--- src/rtl/uart_pkg.sv ---
// Shared UART definitions: transmitter state encoding, parity modes and the
// default bit rate used by both the transmit serializer and the future receiver.
package uart_pkg;

    // 50 MHz system clock at 115200 baud
    localparam int DEFAULT_CLKS_PER_BIT = 434;

    localparam int PARITY_NONE = 0;
    localparam int PARITY_EVEN = 1;
    localparam int PARITY_ODD  = 2;

    typedef enum logic [2:0] {
        ST_IDLE,
        ST_START,
        ST_DATA,
        ST_PARITY,
        ST_STOP
    } tx_state_e;

    // Even parity is the XOR of the data bits; odd parity is its inverse.
    function automatic logic parity_bit(input logic [7:0] data, input int mode);
        return (mode == PARITY_ODD) ? ~(^data) : (^data);
    endfunction

endpackage

--- src/rtl/uart_bit_timer.sv ---
// Free-running bit-period counter: bit_end_o marks the last cycle of each bit
// period; clear_i holds the count at zero so the next period starts cleanly.
module uart_bit_timer
    import uart_pkg::*;
#(
    parameter int CLKS_PER_BIT = DEFAULT_CLKS_PER_BIT
) (
    input  logic clk_i,
    input  logic rst_ni,
    input  logic clear_i,
    output logic bit_end_o
);

    localparam int               CNT_W    = (CLKS_PER_BIT > 1) ? $clog2(CLKS_PER_BIT) : 1;
    localparam logic [CNT_W-1:0] CNT_LAST = CNT_W'(CLKS_PER_BIT - 1);

    logic [CNT_W-1:0] cnt_q;

    assign bit_end_o = (cnt_q == CNT_LAST);

    // Wrapping at the period end doubles as the per-state counter restart.
    always_ff @(posedge clk_i or negedge rst_ni) begin
        if (!rst_ni) begin
            cnt_q <= '0;
        end else if (clear_i || bit_end_o) begin
            cnt_q <= '0;
        end else begin
            cnt_q <= cnt_q + CNT_W'(1);
        end
    end

endmodule

--- src/rtl/uart_tx_serializer.sv ---
// UART transmit serializer: pops bytes from a show-ahead FIFO and sends them
// LSB first as start/8 data/optional parity/1-2 stop frames, back-to-back.
module uart_tx_serializer
    import uart_pkg::*;
#(
    parameter int CLKS_PER_BIT = DEFAULT_CLKS_PER_BIT,
    parameter int PARITY       = PARITY_NONE,
    parameter int STOP_BITS    = 1
) (
    input  logic       clk_i,
    input  logic       rst_ni,
    input  logic       fifo_empty_i,
    input  logic [7:0] fifo_data_i,
    output logic       fifo_read_o,
    output logic       tx_o,
    output logic       busy_o,
    output logic       tx_done_o
);

    localparam logic HAS_PARITY = (PARITY != PARITY_NONE);
    localparam logic STOP_LAST  = (STOP_BITS == 2);

    tx_state_e  state_q;
    logic [7:0] shift_q;
    logic       parity_q;
    logic [2:0] bit_idx_q;
    logic       stop_idx_q;
    logic       tx_q;
    logic       busy_q;

    logic       bit_end;
    logic       frame_end;
    logic       load;
    logic       parity_d;

    uart_bit_timer #(
        .CLKS_PER_BIT(CLKS_PER_BIT)
    ) u_bit_timer (
        .clk_i    (clk_i),
        .rst_ni   (rst_ni),
        .clear_i  (state_q == ST_IDLE),
        .bit_end_o(bit_end)
    );

    assign frame_end = (state_q == ST_STOP) && bit_end && (stop_idx_q == STOP_LAST);

    // The pop is combinational so a waiting byte can follow the last stop cycle
    // with no gap; it is held off during reset even though state reads IDLE.
    assign load     = rst_ni && !fifo_empty_i && ((state_q == ST_IDLE) || frame_end);
    assign parity_d = parity_bit(fifo_data_i, PARITY);

    assign fifo_read_o = load;
    assign tx_done_o   = frame_end;
    assign tx_o        = tx_q;
    assign busy_o      = busy_q;

    // tx_q/busy_q are loaded with the value for the state being entered, so
    // the line changes on the same edge as the state.
    always_ff @(posedge clk_i or negedge rst_ni) begin
        if (!rst_ni) begin
            state_q    <= ST_IDLE;
            shift_q    <= '0;
            parity_q   <= 1'b0;
            bit_idx_q  <= '0;
            stop_idx_q <= 1'b0;
            tx_q       <= 1'b1;
            busy_q     <= 1'b0;
        end else begin
            case (state_q)
                ST_IDLE: begin
                    if (load) begin
                        state_q  <= ST_START;
                        shift_q  <= fifo_data_i;
                        parity_q <= parity_d;
                        tx_q     <= 1'b0;
                        busy_q   <= 1'b1;
                    end
                end

                ST_START: begin
                    if (bit_end) begin
                        state_q   <= ST_DATA;
                        bit_idx_q <= '0;
                        tx_q      <= shift_q[0];
                    end
                end

                ST_DATA: begin
                    if (bit_end) begin
                        shift_q   <= {1'b0, shift_q[7:1]};
                        bit_idx_q <= bit_idx_q + 3'd1;
                        if (bit_idx_q == 3'd7) begin
                            stop_idx_q <= 1'b0;
                            if (HAS_PARITY) begin
                                state_q <= ST_PARITY;
                                tx_q    <= parity_q;
                            end else begin
                                state_q <= ST_STOP;
                                tx_q    <= 1'b1;
                            end
                        end else begin
                            tx_q <= shift_q[1];
                        end
                    end
                end

                ST_PARITY: begin
                    if (bit_end) begin
                        state_q    <= ST_STOP;
                        stop_idx_q <= 1'b0;
                        tx_q       <= 1'b1;
                    end
                end

                ST_STOP: begin
                    if (bit_end) begin
                        if (stop_idx_q != STOP_LAST) begin
                            stop_idx_q <= stop_idx_q + 1'b1;
                        end else if (load) begin
                            state_q    <= ST_START;
                            shift_q    <= fifo_data_i;
                            parity_q   <= parity_d;
                            stop_idx_q <= 1'b0;
                            tx_q       <= 1'b0;
                            busy_q     <= 1'b1;
                        end else begin
                            state_q    <= ST_IDLE;
                            stop_idx_q <= 1'b0;
                            tx_q       <= 1'b1;
                            busy_q     <= 1'b0;
                        end
                    end
                end

                default: begin
                    state_q <= ST_IDLE;
                    tx_q    <= 1'b1;
                    busy_q  <= 1'b0;
                end
            endcase
        end
    end

endmodule

--- config.mk ---
export PLATFORM = sky130hd
export DESIGN_NAME = uart_tx_serializer
export DESIGN_NICKNAME = d
export VERILOG_FILES = /design/src/rtl/uart_pkg.sv /design/src/rtl/uart_bit_timer.sv /design/src/rtl/uart_tx_serializer.sv
export SDC_FILE = /design/constraint.sdc
export NUM_CORES = 1
export LEC_CHECK = 0
export BUFFER_PORTS_ARGS = -buffer_cell sky130_fd_sc_hd__buf_2
export CORE_UTILIZATION = 30
export CTS_BUF_LIST = sky130_fd_sc_hd__clkbuf_2 sky130_fd_sc_hd__clkbuf_4 sky130_fd_sc_hd__clkbuf_8
export DETAILED_ROUTE_END_ITERATION = 7
export MAX_ROUTING_LAYER = met4
export SYNTH_ARGS = -nofsm -noshare
export SYNTH_HDL_FRONTEND = slang
export SYNTH_HIERARCHICAL = 1
export SYNTH_SLANG_ARGS = --single-unit
--- constraint.sdc ---
create_clock -name clk_i -period 5.9 [get_ports clk_i]
set_clock_uncertainty 0.2 [all_clocks]
set_input_delay 0 -clock clk_i [delete_from_list [all_inputs] [get_ports clk_i]]
set_output_delay 0 -clock clk_i [all_outputs]
set_load 0.01 [all_outputs]
Word level (Yosys, flattened, before mapping) --
Cells that the tools add are included.
Storage, ports and cells: flip-flop bits (word level) 26, bits of input ports 11, output and inout bits 4, logic and storage cells 81
Operators by class: add/subtract/negate cells 3, eq/ne operators 13, mux-type cells 38, bitwise operators 2, reduce and logical (&&, ||, !) cells 18
Operator list (number):
- $mux W8 | 4
- $mux W3 | 9
- $pmux W8 S3 | 1
- $mux W1 | 18
- $pmux W3 S5 | 1
- $ne A2 B2 Y1 const B | 7
- $add A9 B1 Y9 const B | 1
- $eq A9 B9 Y1 const B | 1
- $mux W9 | 1
- $reduce_and A4 Y1 | 2
- $reduce_and A7 Y1 | 1
- $eq A3 B2 Y1 const B | 2
- $eq A3 B3 Y1 const B | 2
- $pmux W1 S3 | 2
- $pmux W3 S2 | 1
- $reduce_and A6 Y1 | 1
- $reduce_bool A3 Y1 | 2
- $pmux W1 S5 | 1
- $reduce_and A5 Y1 | 1
- $logic_and A1 B1 Y1 | 4
- $add A3 B1 Y3 const B | 1
- $eq A3 B1 Y1 const B | 1
- $logic_not A3 Y1 | 1
- $reduce_and A3 Y1 | 1
- 6 further kinds | 8

Longest topological paths before layout --
depth after elaboration 9, mapped depth 10, gate-level depth less buffers 8

By module --
The synthesis kept the hierarchy.
Modules (own cells, without submodules):
- uart_tx_serializer | times used 1, cells each 95, area each 909.6 um2, sequential area each 401.6 um2
- uart_bit_timer | times used 1, cells each 48, area each 485.5 um2, sequential area each 225.2 um2

Worst setup path before layout --
OpenSTA, ideal clock, no wires.
path type flip-flop to flip-flop, start point reg u_bit_timer.cnt_q[2], end point reg shift_q[7], setup time 120 ps, data arrival time 2027 ps, slack 3553 ps, stages on the path, launching flop included 7, path buffers 0, clock period less this slack 2347 ps, cells stage by stage dfrtp_1 or3_4 nor3_1 or4bb_1 a31oi_4 nor2b_1 a31o_2
On the way: cells in the longest elaborated chain, start to end 9, elaborated cells on any way between the ends 12
RTL lines:
- from (decl) | RTL line uart_bit_timer.sv:17 | logic [CNT_W-1:0] cnt_q;
- from (signal assigned) | RTL line uart_bit_timer.sv:28 | cnt_q <= cnt_q + CNT_W'(1);
- $eq A9 B9 Y1 (*) | RTL line uart_bit_timer.sv:19 | assign bit_end_o = (cnt_q == CNT_LAST);
- named net bit_end | RTL line uart_tx_serializer.sv:31 | logic bit_end;
- $logic_and A1 B1 Y1 (2 in series) | RTL line uart_tx_serializer.sv:45 | assign frame_end = (state_q == ST_STOP) && bit_end && (stop_idx_q == STOP_LAST);
- $logic_or A1 B1 Y1 | RTL line uart_tx_serializer.sv:49 | assign load = rst_ni && !fifo_empty_i && ((state_q == ST_IDLE) || frame_end);
- $logic_and A1 B1 Y1 | RTL line uart_tx_serializer.sv:49
- $mux W8 (3 in series)
- $pmux W8 S3
- to (signal assigned) | RTL line uart_tx_serializer.sv:73 | shift_q <= fifo_data_i;
- to (signal assigned) | RTL line uart_tx_serializer.sv:90 | shift_q <= {1'b0, shift_q[7:1]};
- to (signal assigned) | RTL line uart_tx_serializer.sv:121 | shift_q <= fifo_data_i;
- to (decl) | RTL line uart_tx_serializer.sv:24 | logic [7:0] shift_q;
Mark *: on every way through the listed nets, which the timed path passes. The rest lies on a longest branch. The select of a mux whose other input is x is not followed. A chain may end at the register's enable or synchronous reset.

Worst setup path in the final report --
Same ends and word-level chain as after synthesis.

==> qor.yml <==
synth:
  synth_common_cells: "dfrtp_1 (24), nor2_1 (18), a21oi_1 (11), nand2_1 (11)"
  syn_area_um2: 1400
  yosysMostFrequentCell: "dfrtp_1"
  synth_cell_types: 41
  synth_area_leader_cell: "dfrtp_1"
  ys_top_cells_by_area: "dfrtp_1 (43%), mux2i_1 (5.7%), nor2_1 (4.8%)"
  async_flop_share: 1.00
  synth_top_area_share: 0.430
  syn_nets: 158
  synth_edf_count: 0
  syn_area_per_cell_um2: 9.76
  synth_seq_area_share: 0.449
  yosys_register_bits: 25
  synthFlopType: "dfrtp_1"
  syn_inst: 143
  yosysWarnings: 6
critical_path:
  r2r_end: "shift_q[7]"
  cp_max_fo: 16
  ff2ff_path_depth: 6
  crit_arrival_ns: 3.31
  critPathRequiredTime_ns: 5.87
  cp-start-kind: "flip-flop"
  path_class: "flip-flop to flip-flop"
  reg2reg_from: "u_bit_timer/cnt_q[2]"
  endpoint_kind: "flip-flop"
  cp-startpoint: "u_bit_timer/cnt_q[2]"
  ff2ff_setup_slack_ns: 2.56
pwr:
  ir_worst_vdd_mv: 0.167
  power.density_nw_per_um2: 302
  leakage_nw: 0.664
clock_network:
  cts_setup_buffers: 0
  cts_inserted_buffers: 3
  tritoncts: "built"
  h-tree-depth: 1
  cts.sinks: 25
  cts_root_buffer: "clkbuf_8"
  clk_latency_ns: 0.27
  clock_path_buffers: 2
  path_clk_slew_ns: 0.09
grt:
  grt_pass1_wl_um: 5090
  grt_overflow: 0
  antenna_found_initial: 0
  grt_pass1_vias: 1081
  grt_max_degree: 30
  grt_util_all_layers: 0.131
timing:
  timing.fmax_mhz: 299
  rsz0062_at_grt: "false"
  tns_ns: 0
  tightestPinTransition_ns: 1.07
  final_min_period_over_clock_period: 0.567
  drv_slew: 0
  hold_violations: 0
  slew_headroom: 0.284
  finalSetupViolations: 0
  period_needed_ns: 3.34
min_path:
  timing.hold.worst.class: "input pin to async pin"
route:
  wl_um: 2810
  via_count: 1103
  ant_nets: 0
  firstDrtPassIters: 4
  via_per_inst: 5.08
  drc: 0
  wl_per_cell_um: 12.9
  dr.first_iter.drc_count: 46
die:
  num_rows: 24
  initial_core_util: 0.316
  ioPinCount: 15
  fp.dieW_um: 70.2
  coreArea_um2: 4410
  fp.dieH_um: 70.2
  die_area_um2: 4930
status:
  status: "finished clean"
finish:
  num-nets-final: 181
  final_layout_size_suffix_gt1_frac: 0.182
  area_growth_pct: 17.8
  final_core_util: 0.372
  final_cell_area_um2: 1640
  antenna_cells: 0
  n_fill_cell: 444
placement:
  placement.io_buffers: 14
  dp_hpwl_um: 1900
  placedInstanceArea_um2: 1500
  gp_congestion: 0.730
run:
  maxCapViolCount: 0
-- critical path: stages (launching register included) --
cell     delay [ns]
dfrtp_1        0.45
or3_4          0.43
nor3_1         0.83
or4bb_1        0.61
a31oi_4        0.41
nor2b_1        0.09
a31o_2         0.22
-- repair_timing --
item	in CTS	in global routing
hold buffers	10	0
hold endpoints to repair	35	0
gates resized for setup	0	0
-- layer usage --
metal  routed length, um  track usage  up-vias
li1                    -            -      553
met1                1300        0.163      531
met2                1420        0.217       17
met3                  78       0.0303        2
met4                  11       0.0333        0
met5                   0            -        -
-- cells by family after synthesis --
family,Yosys count,share of synthesized area
and+or+nand+nor,54,0.210
AOI/OAI and AO/OA,36,0.181
DFF,25,0.449
buffers and inverters,12,0.0395
muxes,9,0.0655
adders and majority gates,4,0.0359
xor gates and xnor gates,3,0.0188
-- report_power, final --
| part | internal [mW] | switching, mW |
|---|---|---|
| combinational | 0.0625 | 0.0643 |
| sequential | 0.222 | 0.0441 |
| clock | 0.0473 | 0.0560 |
-- per-stage QoR --
stage               std cells  power, mW  setup slack [ns]  hold slack [ns]
floorplan                 143      0.357              3.55           -0.496
global placement          203      0.389              2.68           -0.150
detailed placement        203      0.393              2.59           -0.154
CTS                       217      0.505              2.58           0.0776
global route              217      0.536              2.38            0.112
finish                    217      0.496              2.56           0.0559
-- placed cells by master, fill, tap and decap left out, types with 2 or more instances in the layout --
master,synthesis,final
dfrtp_1,24,24
nor2_1,18,18
buf_2,2,14
nand2_1,11,11
a21oi_1,11,11
dlygate4sd3_1,0,10
mux2i_1,8,8
o21ai_0,8,8
nor2b_1,6,6
inv_1,6,6
a31oi_1,4,4
ha_1,4,4
a21oi_2,3,3
clkbuf_8,0,3
nand3_1,3,3
o22ai_1,2,2
nand3b_1,2,2
a211o_1,2,2
or3_1,2,2
xor2_1,2,2
-- state kept, by name, indices dropped and copies added (netlist names) --
| name | count |
|---|---|
| u_bit_timer/cnt_q | 9 |
| bit_idx_q | 3 |
| shift_q | 8 |
| tx_o | 1 |
| busy_o | 1 |
| state_q | 3 |
-- area by class of cell --
| cell class | count | area [um2] | share of cell area |
|---|---|---|---|
| well taps | 52 | 65.1 | 0.0396 |
| clock buffers | 3 | 41.3 | 0.0251 |
| repair buffers | 24 | 170 | 0.104 |
| inverters | 6 | 22.5 | 0.0137 |
| clock inverters | 1 | 5.00 | 0.00304 |
| flip-flops and latches | 25 | 627 | 0.381 |
| multi-input cells | 106 | 713 | 0.434 |
-- worst max path at each step --
| stage | end | cells after the start | slack (ns) |
|---|---|---|---|
| 2_1_floorplan | shift_q[7] | 6 | 3.55 |
| 3_3_place_gp | shift_q[7] | 6 | 2.68 |
| 3_5_place_dp | shift_q[7] | 6 | 2.59 |
| 4_1_cts | shift_q[7] | 6 | 2.58 |
| 5_1_grt | shift_q[7] | 8 | 2.38 |
| 6_report | shift_q[7] | 6 | 2.56 |
Note: power is estimated with default switching activity, not from simulation.
